--- src/rtl/gumnut_ctrl_fsm.sv ---
// Multi-cycle control FSM for the Gumnut core: sequences fetch/decode/execute/mem/writeback,
// drives the instruction/data bus handshakes, PC/RF/ALU strobes and interrupt entry/return.
module gumnut_ctrl_fsm #(
  parameter logic INT_EN_RST = 1'b0
) (
  input  logic       clkg,
  input  logic       rst,
  input  logic [6:0] op_i,
  input  logic [2:0] func_i,
  input  logic       z_i,
  input  logic       c_i,
  input  logic       inst_ack_i,
  input  logic       data_ack_i,
  input  logic       int_req_i,
  output logic       inst_cyc_o,
  output logic       inst_stb_o,
  output logic       ir_we_o,
  output logic       pc_we_o,
  output logic [1:0] pc_sel_o,
  output logic       stack_push_o,
  output logic       stack_pop_o,
  output logic       alu_en_o,
  output logic       rf_we_o,
  output logic       data_cyc_o,
  output logic       data_stb_o,
  output logic       data_we_o,
  output logic       port_sel_o,
  output logic       int_ack_o,
  output logic [2:0] state_o
);

  typedef enum logic [2:0] {
    S_FETCH      = 3'd0,
    S_DECODE     = 3'd1,
    S_EXECUTE    = 3'd2,
    S_MEM        = 3'd3,
    S_WRITE_BACK = 3'd4,
    S_INT        = 3'd5,
    S_STANDBY    = 3'd6
  } state_t;

  localparam logic [1:0] PC_INC  = 2'b00;
  localparam logic [1:0] PC_DISP = 2'b01;
  localparam logic [1:0] PC_ADDR = 2'b10;
  localparam logic [1:0] PC_VEC  = 2'b11;

  state_t state_q, state_d;
  logic   ie_q, ie_d;

  logic cls_alu_s, cls_mem_s, cls_jump_s, cls_branch_s, cls_misc_s;

  logic       inst_stb_s, ir_we_s, pc_we_s, push_s, pop_s, alu_en_s;
  logic       rf_we_s, data_stb_s, data_we_s, port_sel_s, int_ack_s;
  logic [1:0] pc_sel_s;

  function automatic logic branch_taken(input logic [1:0] cond, input logic z, input logic c);
    logic taken;
    case (cond)
      2'b00:   taken = z;
      2'b01:   taken = ~z;
      2'b10:   taken = c;
      2'b11:   taken = ~c;
      default: taken = 1'b0;
    endcase
    return taken;
  endfunction

  // Instruction class decode; the all-ones opcode falls through every class and acts as a nop.
  always_comb begin
    cls_alu_s    = (op_i[6] == 1'b0) || (op_i[6:4] == 3'b110) || (op_i[6:3] == 4'b1110);
    cls_mem_s    = (op_i[6:5] == 2'b10);
    cls_jump_s   = (op_i[6:2] == 5'b11110);
    cls_branch_s = (op_i[6:1] == 6'b111110);
    cls_misc_s   = (op_i == 7'b1111110);
  end

  // State and interrupt-enable registers.
  always_ff @(posedge clkg or posedge rst) begin
    if (rst) begin
      state_q <= S_FETCH;
      ie_q    <= INT_EN_RST;
    end else begin
      state_q <= state_d;
      ie_q    <= ie_d;
    end
  end

  // Next-state and interrupt-enable update.
  always_comb begin
    state_d = state_q;
    ie_d    = ie_q;
    case (state_q)
      S_FETCH: begin
        if (inst_ack_i) state_d = S_DECODE;
        else            state_d = S_FETCH;
      end
      S_DECODE: begin
        if (int_req_i && ie_q) state_d = S_INT;
        else                   state_d = S_EXECUTE;
      end
      S_EXECUTE: begin
        if (cls_alu_s) begin
          state_d = S_WRITE_BACK;
        end else if (cls_mem_s) begin
          state_d = S_MEM;
        end else if (cls_misc_s) begin
          state_d = S_FETCH;
          case (func_i)
            3'b001:  ie_d = 1'b1;
            3'b010:  ie_d = 1'b1;
            3'b011:  ie_d = 1'b0;
            3'b100:  state_d = S_STANDBY;
            3'b101:  state_d = S_STANDBY;
            default: ie_d = ie_q;
          endcase
        end else begin
          state_d = S_FETCH;
        end
      end
      S_MEM: begin
        if (!data_ack_i)    state_d = S_MEM;
        else if (func_i[0]) state_d = S_FETCH;
        else                state_d = S_WRITE_BACK;
      end
      S_WRITE_BACK: state_d = S_FETCH;
      S_INT: begin
        ie_d    = 1'b0;
        state_d = S_FETCH;
      end
      S_STANDBY: begin
        if (int_req_i && ie_q) state_d = S_INT;
        else                   state_d = S_STANDBY;
      end
      default: state_d = S_FETCH;
    endcase
  end

  // Output decode per state; ir_we is gated by rst so no IR write escapes during reset.
  always_comb begin
    inst_stb_s = 1'b0;
    ir_we_s    = 1'b0;
    pc_we_s    = 1'b0;
    pc_sel_s   = PC_INC;
    push_s     = 1'b0;
    pop_s      = 1'b0;
    alu_en_s   = 1'b0;
    rf_we_s    = 1'b0;
    data_stb_s = 1'b0;
    data_we_s  = 1'b0;
    port_sel_s = 1'b0;
    int_ack_s  = 1'b0;
    case (state_q)
      S_FETCH: begin
        inst_stb_s = 1'b1;
        if (inst_ack_i && !rst) ir_we_s = 1'b1;
        else                    ir_we_s = 1'b0;
      end
      S_EXECUTE: begin
        if (cls_alu_s || cls_mem_s) begin
          alu_en_s = 1'b1;
        end else if (cls_branch_s) begin
          pc_we_s = 1'b1;
          if (branch_taken(func_i[1:0], z_i, c_i)) pc_sel_s = PC_DISP;
          else                                     pc_sel_s = PC_INC;
        end else if (cls_jump_s) begin
          pc_we_s  = 1'b1;
          pc_sel_s = PC_ADDR;
          push_s   = func_i[0];
        end else if (cls_misc_s) begin
          pc_we_s = 1'b1;
          case (func_i)
            3'b000, 3'b001: begin
              pop_s    = 1'b1;
              pc_sel_s = PC_VEC;
            end
            default: pc_sel_s = PC_INC;
          endcase
        end else begin
          pc_we_s = 1'b1;
        end
      end
      S_MEM: begin
        data_stb_s = 1'b1;
        data_we_s  = func_i[0];
        port_sel_s = func_i[1];
        if (data_ack_i && func_i[0]) pc_we_s = 1'b1;
        else                         pc_we_s = 1'b0;
      end
      S_WRITE_BACK: begin
        rf_we_s = 1'b1;
        pc_we_s = 1'b1;
      end
      S_INT: begin
        int_ack_s = 1'b1;
        push_s    = 1'b1;
        pc_we_s   = 1'b1;
        pc_sel_s  = PC_VEC;
      end
      default: inst_stb_s = 1'b0;
    endcase
  end

  assign inst_cyc_o   = inst_stb_s;
  assign inst_stb_o   = inst_stb_s;
  assign ir_we_o      = ir_we_s;
  assign pc_we_o      = pc_we_s;
  assign pc_sel_o     = pc_sel_s;
  assign stack_push_o = push_s;
  assign stack_pop_o  = pop_s;
  assign alu_en_o     = alu_en_s;
  assign rf_we_o      = rf_we_s;
  assign data_cyc_o   = data_stb_s;
  assign data_stb_o   = data_stb_s;
  assign data_we_o    = data_we_s;
  assign port_sel_o   = port_sel_s;
  assign int_ack_o    = int_ack_s;
  assign state_o      = state_q;

endmodule

--- config.mk ---
export PLATFORM = sky130hd
export DESIGN_NAME = gumnut_ctrl_fsm
export DESIGN_NICKNAME = d
export VERILOG_FILES = /design/src/rtl/gumnut_ctrl_fsm.sv
export SDC_FILE = /design/constraint.sdc
export NUM_CORES = 1
export LEC_CHECK = 0
export BUFFER_PORTS_ARGS = -buffer_cell sky130_fd_sc_hd__buf_2
export CORE_AREA = 2 2 39 41
export DETAILED_ROUTE_END_ITERATION = 7
export DIE_AREA = 0 0 41 43
export PLACE_DENSITY = 0.78
export SYNTH_ARGS = -nofsm -noshare
export SYNTH_HDL_FRONTEND = slang
export SYNTH_SLANG_ARGS = --single-unit
--- constraint.sdc ---
create_clock -name clkg -period 3 [get_ports clkg]
set_clock_uncertainty 0.05 [all_clocks]
set_input_delay 0.3 -clock clkg [delete_from_list [all_inputs] [get_ports clkg]]
set_output_delay 0.3 -clock clkg [all_outputs]
set_load 0.02 [all_outputs]
---- Word level (Yosys, flattened, before mapping) ----
Cells that the tools add are included.
cells by class
  bitwise gates (word level) .............. 3
  mux-type cells .......................... 49
  reductions and logical operators ........ 16
  eq/ne operators ......................... 24
operators by type and width
  kind                number
  $mux 1              29
  $mux 3              7
  $eq 3x3->1 const B  6
  $pmux 3 s5          1
  $eq 3x2->1 const B  4
  $mux 2              6
  $reduce_or 2->1     4
  $eq 7x7->1 const B  1
  $eq 2x2->1 const B  3
  $eq 3x1->1 const B  2
  $eq 6x6->1 const B  1
  $logic_not 3->1     2
  $ne 2x2->1 const B  3
  $pmux 1 s2          3
  $eq 5x5->1 const B  1
  $reduce_and 5->1    1
  $eq 4x4->1 const B  1
  $pmux 1 s4          1
  $pmux 2 s2          1
  $logic_and 1x1->1   3
  $logic_or 1x1->1    3
  $ne 3x2->1 const B  1
  $not 1->1           3
  $pmux 1 s3          1
  other kinds (4)     4
word-level totals
  bits in registers ....................... 4
  output and inout port bits .............. 18
  logic and storage cells ................. 94

---- Longest topological paths before layout ----
Gate-level depths: netlist (run 1).
  word-level depth ........................ 10
  depth in mapped cells ................... 5
  depth with buffers taken out ............ 4

---- Worst setup path after synthesis (run 1) ----
Ideal clock, no wire load.
  kind .................................... flip-flop to output port
  start point ............................. reg state_q[0] (netlist: state_o[0])
  end point ............................... out ir_we_o
  path buffers ............................ 1
  arrival ................................. 1.721 ns
  cell stages (with the launch flop) ...... 5
  path slack .............................. 0.929 ns
  path through ............................ dfrtp_1 buf_6 nor3_1 nand2_1 nor2_1
on the way
  word-level cells in the longest chain between the ends .. 2
ends and longest elaborated chain
  element                   line  text
  start: declaration        47    state_t state_q, state_d;
  start signal: assignment  83    state_q <= state_d;
  $logic_not 3->1           152   case (state_q)
  $mux 1                    152
  end: declaration          17    output logic ir_we_o,
No other way between the ends.

---- Final worst setup path (run 1) ----
  start point ............................. reg state_q[0] (netlist: state_o[0])
  end point ............................... out pc_sel_o[1]
on the way
  word-level cells in the longest chain between the ends .. 2
ends and longest elaborated chain
  element                                          line  text
  $eq 3x3->1 / $eq 3x2->1 (equally long branches)  152
  $pmux 2 s2 *                                     152
  end: declaration                                 19    output logic [1:0] pc_sel_o,
Mark *: on every way between the ends. The rest lies on a longest branch, timed or not.

==> run summary, run 1 <==
Leak - 0.416 nW
Synth Area in Compound Gates - 23.1%
row cnt - 14
first-pass GRT wire length - 2490 um
clock slew at reported path FFs - 40 ps
pre-CTS worst setup slack - 1290 ps
Netlist cell types - 40
setup slack, reg-to-reg - 1550 ps
Critical R2R Launch - state_o[0]$_DFF_PP0_
pwr/cell area - 687 nW/um^2
Setup crit start kind - register
Overflow after GRT - 0
Final min period - 1980 ps
clk sinks - 4
Crit path largest cell delay - 550 ps
post-cts sizing count - 0
Clk Latency, worst-skew pair - 240 ps
Post-CTS Setup Repair Bufs - 0
Peak Freq - 0.506 GHz
cells on worst reg2reg path - 3
Core Region - 1380 sq um
top-level I/O count - 35
antenna violations before repair - 0
Post-route DRC - 0
CP endpoint kind - output port
final core occ - 54.8%
Adder-Cell Fraction of Synth Area - 0%
sequential area share after synthesis - 17.2%
Die Y - 43 um
Rel. slew slack - 66.1%
Design Area, Final - 758 sq um
final total power - 0.521 mW
H-tree depth - 1
CTS tree - done
area share of and/or/nand/nor cells after synthesis - 44.8%
Yosys warnings - 0
Syn Inst Count - 72
post-synthesis mux area share - 1.72%
Hold Path Class - input port to register
Vias/cell - 5.53
# port buffers - 34
vias in the first global route - 604
cell breakdown of the critical path - nor3b_4 > nand2_1 > o21ai_0 > buf_2
Post-DRT Antenna Nets - 0
DR vias - 669
RePlAce Congestion - 0.876
mapped cell area - 581 sq um
Synth Net Count - 89
crit path DAT - 1630 ps
Slowest-stage cell, CP - dfrtp_1
largest family of logic cells by synthesized area - simple AND/OR/NAND/NOR gates
initial drt markers - 18
largest fanout on the critical path - 17
final hold viol count - 0
drt wl/cell - 12.7 um
post-route clock period utilization - 65.9%
layout cells sized above 1 - 41.9%
ant diodes - 0
top_reg_cell synth - dfrtp_1
unrepaired setup endpoints after global routing - false
Area after DPL - 726 sq um
post-synthesis area per instance - 8.06 sq um
die width - 41 um
async set or reset register ratio after synthesis - 100%
die footprint - 1760 sq um
maximum vdd ir drop - 0.342 mV
gr usage total - 19.9%
R2R Path End - state_o[2]$_DFF_PP0_
XOR/XNOR Fraction of Synth Area - 1.51%
setup violators final - 0
TritonCTS Buffers - 3
hold buffers post-CTS - 1
clock buffer depth - 2
crit path from - state_o[0]$_DFF_PP0_
setup tns final - 0 ps
Post-Route WL - 1530 um
First-pass DRT Iterations - 4
actual slew at the worst max-slew pin - 508 ps
Synth-to-Final Area Change - 30.6%
Root Driver - clkbuf_4
Max Slew Vio Count - 0
HPWL Detailed - 1180 um
number of nets in the layout - 124
setup ws final - 1020 ps
CP endpoint - pc_sel_o[1]
Seq cells post-synth - 4
Max Cap Violations - 0
CP Class - register to output port
EDFF count, synth - 0
status - finished, final reports clean
Required @ worst endpoint - 2650 ps
Initial Util - 42.0%
pin count of the biggest net entering global routing - 18
## routing by layer
layer	vias to the layer above	track usage [%]	wire length, um
li1	332	-	-
met1	313	26.4	662
met2	21	31.6	794
met3	3	3.14	63
met4	0	6.00	12
met5	-	0	0
## power by group
part           total (mW)  internal, mW  switching (mW)  leakage (nW)
clock              0.0694        0.0449          0.0245        0.0138
sequential          0.134        0.0756          0.0582        0.0501
combinational       0.318         0.136           0.182         0.352
## sequential cells by signal, indices dropped and copies added, names as in the netlist
name,cells
ie_q,1
state_o,3
## placed cells by master, fill, tap and decap left out, types with 2 or more instances in the layout
| master | Yosys | routed |
|---|---|---|
| buf_2 | 0 | 34 |
| nor2_1 | 6 | 6 |
| inv_1 | 6 | 6 |
| o21ai_0 | 6 | 6 |
| nand2_1 | 5 | 5 |
| dfrtp_1 | 4 | 4 |
| nand3b_1 | 3 | 3 |
| clkbuf_4 | 0 | 3 |
| nand4_1 | 2 | 2 |
| and3b_1 | 2 | 2 |
| and2b_1 | 2 | 2 |
| nand3_1 | 2 | 2 |
| and3_1 | 2 | 2 |
## logic make-up after synthesis
| kind of cell | count (synthesis) |
|---|---|
| multiplexers | 1 |
| XOR/XNOR | 1 |
| flip-flops | 4 |
| AND/OR/NAND/NOR | 37 |
| AO/OA/AOI/OAI | 18 |
| buffers and inverters | 11 |
## metrics by stage
| step | instances | hold WS (ps) |
|---|---|---|
| 2_1_floorplan | 72 | 16.1 |
| 3_3_place_gp | 117 | 140 |
| 3_5_place_dp | 117 | 140 |
| 4_1_cts | 121 | 277 |
| 5_1_grt | 121 | 340 |
| 6_report | 121 | 281 |
## worst max-delay path: cells and delay by family, from the launching register on
kind | cells | cell delay (ps)
flip-flops | 1 | 550
AND/OR/NAND/NOR | 2 | 470
buffers and inverters | 1 | 190
AO/OA/AOI/OAI | 1 | 180
## final cells by class
cell class,instances,area [sq um]
Clock buffer,3,22.5
Fill cell,127,626
Inverter,6,22.5
Multi-Input combinational cell,57,413
Sequential cell,4,100
Tap cell,16,20.0
Timing Repair Buffer,35,180
## synth_stat cells (all sizes together) (2+ instances only)
| cell | n | area (sq um) |
|---|---|---|
| nor3b | 2 | 26.3 |
| nand4 | 2 | 12.5 |
| nand3 | 2 | 10.0 |
| a21oi | 2 | 13.8 |
| and3 | 2 | 12.5 |
| dfrtp | 4 | 100 |
| nand2 | 5 | 18.8 |
| and3b | 2 | 17.5 |
| o21ai | 6 | 30.0 |
| and2b | 2 | 15.0 |
| buf | 5 | 45.0 |
| nor4bb | 2 | 35.0 |
| inv | 6 | 22.5 |
| nor2 | 6 | 22.5 |
| o211ai | 2 | 20.0 |
| nand3b | 3 | 22.5 |
## worst min path at each step
stage	from	end	slack, ps	depth (start not counted)
2_1_floorplan	rst	ie_q$_DFFE_PP0P_	20	1
3_3_place_gp	rst	state_o[2]$_DFF_PP0_	140	2
3_5_place_dp	rst	ie_q$_DFFE_PP0P_	140	2
4_1_cts	inst_ack_i	state_o[0]$_DFF_PP0_	280	3
5_1_grt	inst_ack_i	state_o[0]$_DFF_PP0_	340	3
6_report	inst_ack_i	state_o[0]$_DFF_PP0_	280	3
No activity file was read; power rests on OpenSTA's default activity.
==> run 2: changes to the inputs <==
- ABC_AREA: default -> 1
- PLACE_DENSITY: 0.78 -> 0.7
- clock period: 3 -> 2 ns (I/O delays scaled with it)
==> run summary, run 2 <==
RePlAce Congestion - 0.852 (-2.8%)
first-pass GRT wire length - 2160 um (-13%)
Post-Route WL - 1320 um (-14%)
largest cells by area after synthesis - nand2_1 22%, dfrtp_1 21%, nand3_1 13%
Initial Util - 35.3% (-6.7 points)
setup violators final - 0 (unchanged)
Required @ worst endpoint - 1750 ps (-900 ps)
TritonCTS Buffers - 3 (unchanged)
Switch Pwr - 0.403 mW (+53%)
Root Driver - clkbuf_4
First-pass DRT Iterations - 4 (unchanged)
final hold viol count - 0 (unchanged)
post-synthesis area per instance - 5.36 sq um (-33%)
ant diodes - 0 (unchanged)
clock slew at reported path FFs - 40 ps (about the same)
Final min period - 1700 ps
Fill cells - 157 (+24%)
mapped cell area - 488 sq um (-16%)
actual slew at the worst max-slew pin - 289 ps (-219 ps)
clock buffer depth - 2 (unchanged)
final core occ - 50.3% (-4.5 points)
most frequent cell after synthesis - nand2_1
DR vias - 659 (-1.5%)
area share of and/or/nand/nor cells after synthesis - 59.7% (+15 points)
row cnt - 14 (unchanged)
CP Class - register to output port
Netlist cell types - 16 (-60%)
Die Y - 43 um (unchanged)
Crit path largest cell delay - 420 ps (-130 ps)
most common cell after layout, fill and taps aside - buf_2
flip-flop count of the largest register after layout - 3 (unchanged)
die width - 41 um (unchanged)
Clk Latency, worst-skew pair - 230 ps (about the same)
Peak Freq - 0.587 GHz
largest fanout on the critical path - 6 (-11)
share of total power in the clock network - 13.0% (-0.3 points)
top_reg_cell synth - dfrtp_1
Seq cells post-synth - 4 (unchanged)
Post-CTS Setup Repair Bufs - 0 (unchanged)
Buf/Inv on CP - 2 (+1)
EDFF count, synth - 0 (unchanged)
sequential area share after synthesis - 20.5% (+3.3 points)
Synth Net Count - 108 (+21%)
Core Region - 1380 sq um (unchanged)
maximum vdd ir drop - 0.633 mV (+85%)
async set or reset register ratio after synthesis - 100% (unchanged)
CP endpoint kind - output port
XOR/XNOR Fraction of Synth Area - 0% (-1.5 points)
crit path DAT - 1450 ps (-180 ps)
initial drt markers - 7 (-11)
non-filler cells, final - 143 (+18%)
die footprint - 1760 sq um (unchanged)
Crit path max-delay family - simple AND/OR/NAND/NOR gates
post-cts sizing count - 0 (unchanged)
commonest cells after routing, fill and taps aside - 34 x buf_2, 28 x nand2_1, 17 x nor2_1
Combinational Power Share - 65.0% (+4.0 points)
# port buffers - 34 (unchanged)
Yosys warnings - 0 (unchanged)
Slowest-stage cell, CP - dfrtp_1
Synth-to-Final Area Change - 42.6%
Rel. slew slack - 80.6% (+14 points)
Max Cap Violations - 0 (unchanged)
Syn Inst Count - 91 (+26%)
Max Slew Vio Count - 0 (unchanged)
Hold Path Class - input port to register
top cell type's share of synthesized area - 21.5% (+4.3 points)
layout cells sized above 1 - 33.9% (-8.0 points)
cell breakdown of the critical path - inv_2 > nand2_2 > nor2_4 > nand2_2 > nor2_1 > nand2_1 > nand3_1 > buf_2
setup tns final - 0 ps (unchanged)
Overflow after GRT - 0 (unchanged)
Post-DRT Antenna Nets - 0 (unchanged)
largest family of logic cells by synthesized area - simple AND/OR/NAND/NOR gates
top-level I/O count - 35 (unchanged)
number of nets in the layout - 146 (+18%)
Placed Cells - 139 (+19%)
gr usage total - 17.0% (-2.9 points)
vias in the first global route - 552 (-8.6%)
CTS tree - done
antenna violations before repair - 0 (unchanged)
pin count of the biggest net entering global routing - 8 (-10)
register share of total power - 22.0% (-3.7 points)
HPWL Detailed - 1140 um (-3.3%)
clk sinks - 4 (unchanged)
Synth Area in Compound Gates - 5.90% (-17 points)
Setup crit start kind - register
status - finished, final reports clean
Post-route DRC - 0 (unchanged)
cell-internal power - 0.338 mW (+32%)
Adder-Cell Fraction of Synth Area - 0% (unchanged)
Vias/cell - 4.61 (-17%)
drt wl/cell - 9.22 um (-27%)
Leak - 0.456 nW (+9.5%)
top post-synthesis cells by count - 28 x nand2_1, 17 x nor2_1, 13 x nand3_1
Synth area leader - nand2_1
H-tree depth - 1 (unchanged)
unrepaired setup endpoints after global routing - false
post-route clock period utilization - 85.2%
Top cell by count, worst path - nand2_2
Net Sw Frac - 54.4% (+3.6 points)
pwr/cell area - 1070 nW/um^2 (+55%)
post-synthesis mux area share - 0% (-1.7 points)
-- run 2: layout make-up --
cell class,count,area (sq um),area share (%)
timing repair buffer,35,180,25.9
tap,16,20.0,2.88
multi-input combinational,71,320,46.0
sequential,4,100,14.4
inverter,14,52.6,7.55
clock buffer,3,22.5,3.24
-- run 2: cell families (layout without fill, tap and decap cells) --
family / count (synthesis) / count (layout)
AND/OR/NAND/NOR: 66 / 66
buffers and inverters: 16 / 52
AO/OA/AOI/OAI: 5 / 5
flip-flops: 4 / 4
-- run 2: power groups by stage --
stage / clock network [mW] / logic [mW] / registers (mW)
floorplan: 0 / 0.326 / 0.189
global placement: 0 / 0.486 / 0.161
detailed placement: 0 / 0.484 / 0.164
CTS: 0.102 / 0.486 / 0.163
global route: 0.114 / 0.536 / 0.168
finish: 0.0967 / 0.482 / 0.163
-- run 2: worst register-to-register path, delay by kind of cell, from the launching register on --
| kind | cells | cell delay, ps |
|---|---|---|
| buf+inv | 1 | 80 |
| compound gates | 1 | 190 |
| simple gates | 3 | 320 |
| flops | 1 | 480 |
-- run 2: final timing paths --
| kind | end | slack, ps | start | cells after the start |
|---|---|---|---|---|
| worst max-delay path | pc_sel_o[0] | 300 | state_o[0]$_DFF_PP0_ | 8 |
| worst min-delay path | state_o[0]$_DFF_PP0_ | 190 | inst_ack_i | 3 |
| worst max register to register | state_o[1]$_DFF_PP0_ | 760 | state_o[2]$_DFF_PP0_ | 5 |
| worst min register to register | ie_q$_DFFE_PP0P_ | 420 | ie_q$_DFFE_PP0P_ | 2 |
| max in group asynchronous | state_o[1]$_DFF_PP0_ | 1390 | rst | 3 |
| min in group asynchronous | state_o[2]$_DFF_PP0_ | 360 | rst | 3 |
-- run 2: layer usage --
| layer | routed length, um | up-vias | track usage [%] | share of wire [%] |
|---|---|---|---|---|
| li1 | - | 356 | - | - |
| met1 | 618 | 289 | 24.7 | 47 |
| met4 | 0 | 0 | 0 | 0 |
| met5 | 0 | - | 0 | 0 |
| met3 | 37 | 0 | 6.28 | 2.8 |
| met2 | 662 | 14 | 25.3 | 50 |
-- run 2: timing repair --
item	CTS	global route
hold endpoints to repair	4	0
hold buffers	1	0
setup endpoints to repair	0	0
-- run 2: metrics by stage --
stage / cell area, sq um / setup WS [ps] / power, mW / hold WS (ps)
2_1_floorplan: 488 / 119 / 0.515 / -83.9
3_3_place_gp: 663 / 586 / 0.648 / 43.1
3_5_place_dp: 663 / 540 / 0.648 / 47.7
4_1_cts: 696 / 283 / 0.752 / 158
5_1_grt: 696 / 192 / 0.819 / 179
6_report: 696 / 296 / 0.742 / 186
==> run 3: changes to the inputs <==
- BUFFER_PORTS_ARGS: -buffer_cell sky130_fd_sc_hd__buf_2 -> -buffer_cell sky130_fd_sc_hd__buf_4
==> run summary, run 3 (synthesis gave the netlist of run 2 again) <==
status - finished, final reports clean
Hold Path Sink - state_o[0]$_DFF_PP0_
Clk Latency, worst-skew pair - 240 ps (about the same)
crit path DAT - 1480 ps (+30 ps)
Switch Pwr - 0.417 mW (+3.4%)
number of nets in the layout - 146 (unchanged)
cells on worst reg2reg path - 5 (unchanged)
Buf/Inv on CP - 2 (unchanged)
row cnt - 14 (unchanged)
Vias/cell - 4.57 (-0.91%)
most common cell after layout, fill and taps aside - buf_4
first-pass GRT wire length - 2170 um (+0.32%)
layout cells sized above 1 - 33.9% (unchanged)
actual slew at the worst max-slew pin - 289 ps (-0.0960 ps)
R2R Path End - state_o[1]$_DFF_PP0_
share of total power in the clock network - 12.1% (-0.9 points)
TritonCTS Buffers - 3 (unchanged)
hold path depth - 3 (unchanged)
pwr/cell area - 1060 nW/um^2 (-0.97%)
Net Sw Frac - 50.6% (-3.8 points)
Post-DRT Antenna Nets - 0 (unchanged)
Top cell by count, worst path - nand2_2
Initial Util - 35.3% (unchanged)
Required @ worst endpoint - 1750 ps (about the same)
Hold Startpoint - inst_ack_i
drt wl/cell - 9.64 um (+4.6%)
ant diodes - 0 (unchanged)
Max Slew Vio Count - 0 (unchanged)
Post-Route WL - 1380 um (+4.6%)
cell-internal power - 0.407 mW (+20%)
largest fanout on the critical path - 6 (unchanged)
antenna violations before repair - 0 (unchanged)
die width - 41 um (unchanged)
DR vias - 653 (-0.91%)
Leak - 0.472 nW (+3.5%)
Crit path largest cell delay - 430 ps (about the same)
initial drt markers - 12 (+5)
Setup crit start kind - register
setup violators final - 0 (unchanged)
final hold viol count - 0 (unchanged)
die footprint - 1760 sq um (unchanged)
cell breakdown of the critical path - inv_2 > nand2_2 > nor2_4 > nand2_2 > o31ai_1 > buf_4
# port buffers - 34 (unchanged)
Placed Cells - 139 (unchanged)
RePlAce Congestion - 0.834 (-2.1%)
unrepaired setup endpoints after global routing - false
vias in the first global route - 552 (unchanged)
multi-input logic area - 320 sq um (unchanged)
setup slack, reg-to-reg - 730 ps (-30 ps)
register share of total power - 20.0% (-2.0 points)
Final min period - 1730 ps (+25.6 ps)
register area - 100 sq um (unchanged)
top-level I/O count - 35 (unchanged)
clk sinks - 4 (unchanged)
HPWL Detailed - 1170 um (+2.6%)
Core Region - 1380 sq um (unchanged)
Max Cap Violations - 0 (unchanged)
non-filler cells, final - 143 (unchanged)
Fill cells - 143 (-8.9%)
clock slew at reported path FFs - 40 ps (about the same)
CP endpoint kind - output port
commonest cells after routing, fill and taps aside - 34 x buf_4, 28 x nand2_1, 17 x nor2_1
post-route clock period utilization - 86.5% (+1.3 points)
Critical R2R Launch - state_o[2]$_DFF_PP0_
Design Area, Final - 781 sq um (+12%)
post-cts sizing count - 0 (unchanged)
Synth-to-Final Area Change - 60.0%
final core occ - 56.4% (+6.1 points)
H-tree depth - 1 (unchanged)
Overflow after GRT - 0 (unchanged)
Slowest-stage cell, CP - dfrtp_1
Crit path max-delay family - flip-flops
clock buffer depth - 2 (unchanged)
Area after DPL - 748 sq um (+13%)
Root Driver - clkbuf_4
maximum vdd ir drop - 0.549 mV (-13%)
CTS tree - done
Rel. slew slack - 80.6% (about the same)
gr usage total - 18.2% (+1.2 points)
worst hold slack - 157 ps (-29.4 ps)
Post-route DRC - 0 (unchanged)
flip-flop count of the largest register after layout - 3 (unchanged)
CP Class - register to output port
Die Y - 43 um (unchanged)
Hold Path Class - input port to register
setup tns final - 0 ps (unchanged)
Post-CTS Setup Repair Bufs - 0 (unchanged)
Peak Freq - 0.578 GHz (-1.5%)
pin count of the biggest net entering global routing - 8 (unchanged)
Combinational Power Share - 67.9% (+2.9 points)
First-pass DRT Iterations - 6 (+2)
==> run 3: layout make-up <==
cell class	count	share of cell area [%]
Tap cell	16	2.56
Clock buffer	3	2.88
Timing Repair Buffer	35	34.0
Inverter	14	6.73
Sequential cell	4	12.8
Multi-Input combinational cell	71	41.0
==> run 3: through the flow <==
step | total power [mW] | setup slack (ps)
2_1_floorplan | 0.515 | 119
3_3_place_gp | 0.724 | 591
3_5_place_dp | 0.727 | 527
4_1_cts | 0.832 | 254
5_1_grt | 0.891 | 170
6_report | 0.824 | 270
==> run 3: power groups by stage <==
stage | Clock [mW] | Combinational, mW | Sequential (mW)
after global placement | 0 | 0.561 | 0.163
final | 0.0998 | 0.560 | 0.165
after global routing | 0.113 | 0.609 | 0.169
after CTS | 0.103 | 0.566 | 0.164
after detailed placement | 0 | 0.563 | 0.164
after floorplan | 0 | 0.326 | 0.189
==> run 3: how the worst max path moves through the flow <==
stage / start / to / cells after the start
floorplan: state_o[2]$_DFF_PP0_ / ir_we_o / 3
global placement: state_o[2]$_DFF_PP0_ / ir_we_o / 4
detailed placement: state_o[0]$_DFF_PP0_ / stack_push_o / 6
CTS: state_o[0]$_DFF_PP0_ / stack_push_o / 6
global route: state_o[0]$_DFF_PP0_ / pc_sel_o[0] / 8
finish: state_o[0]$_DFF_PP0_ / stack_push_o / 6
==> run 3: layer usage <==
layer  vias to the layer above  track usage [%]  routed length, um
met4                         0             8.00                  0
met3                         0             7.85                 67
met1                       281             22.7                620
met2                        17             26.3                690
met5                         -                0                  0
li1                        355                -                  -
==> run 3: tightest hold or removal path, stage by stage <==
cell and delay [ps]:
buf_4 80, nand2_1 60, nand3_1 70
==> run 3: timing repair <==
item	4_1_cts	5_1_grt
endpoints found under the hold margin	4	0
hold buffers	1	0
setup endpoints to repair	0	0
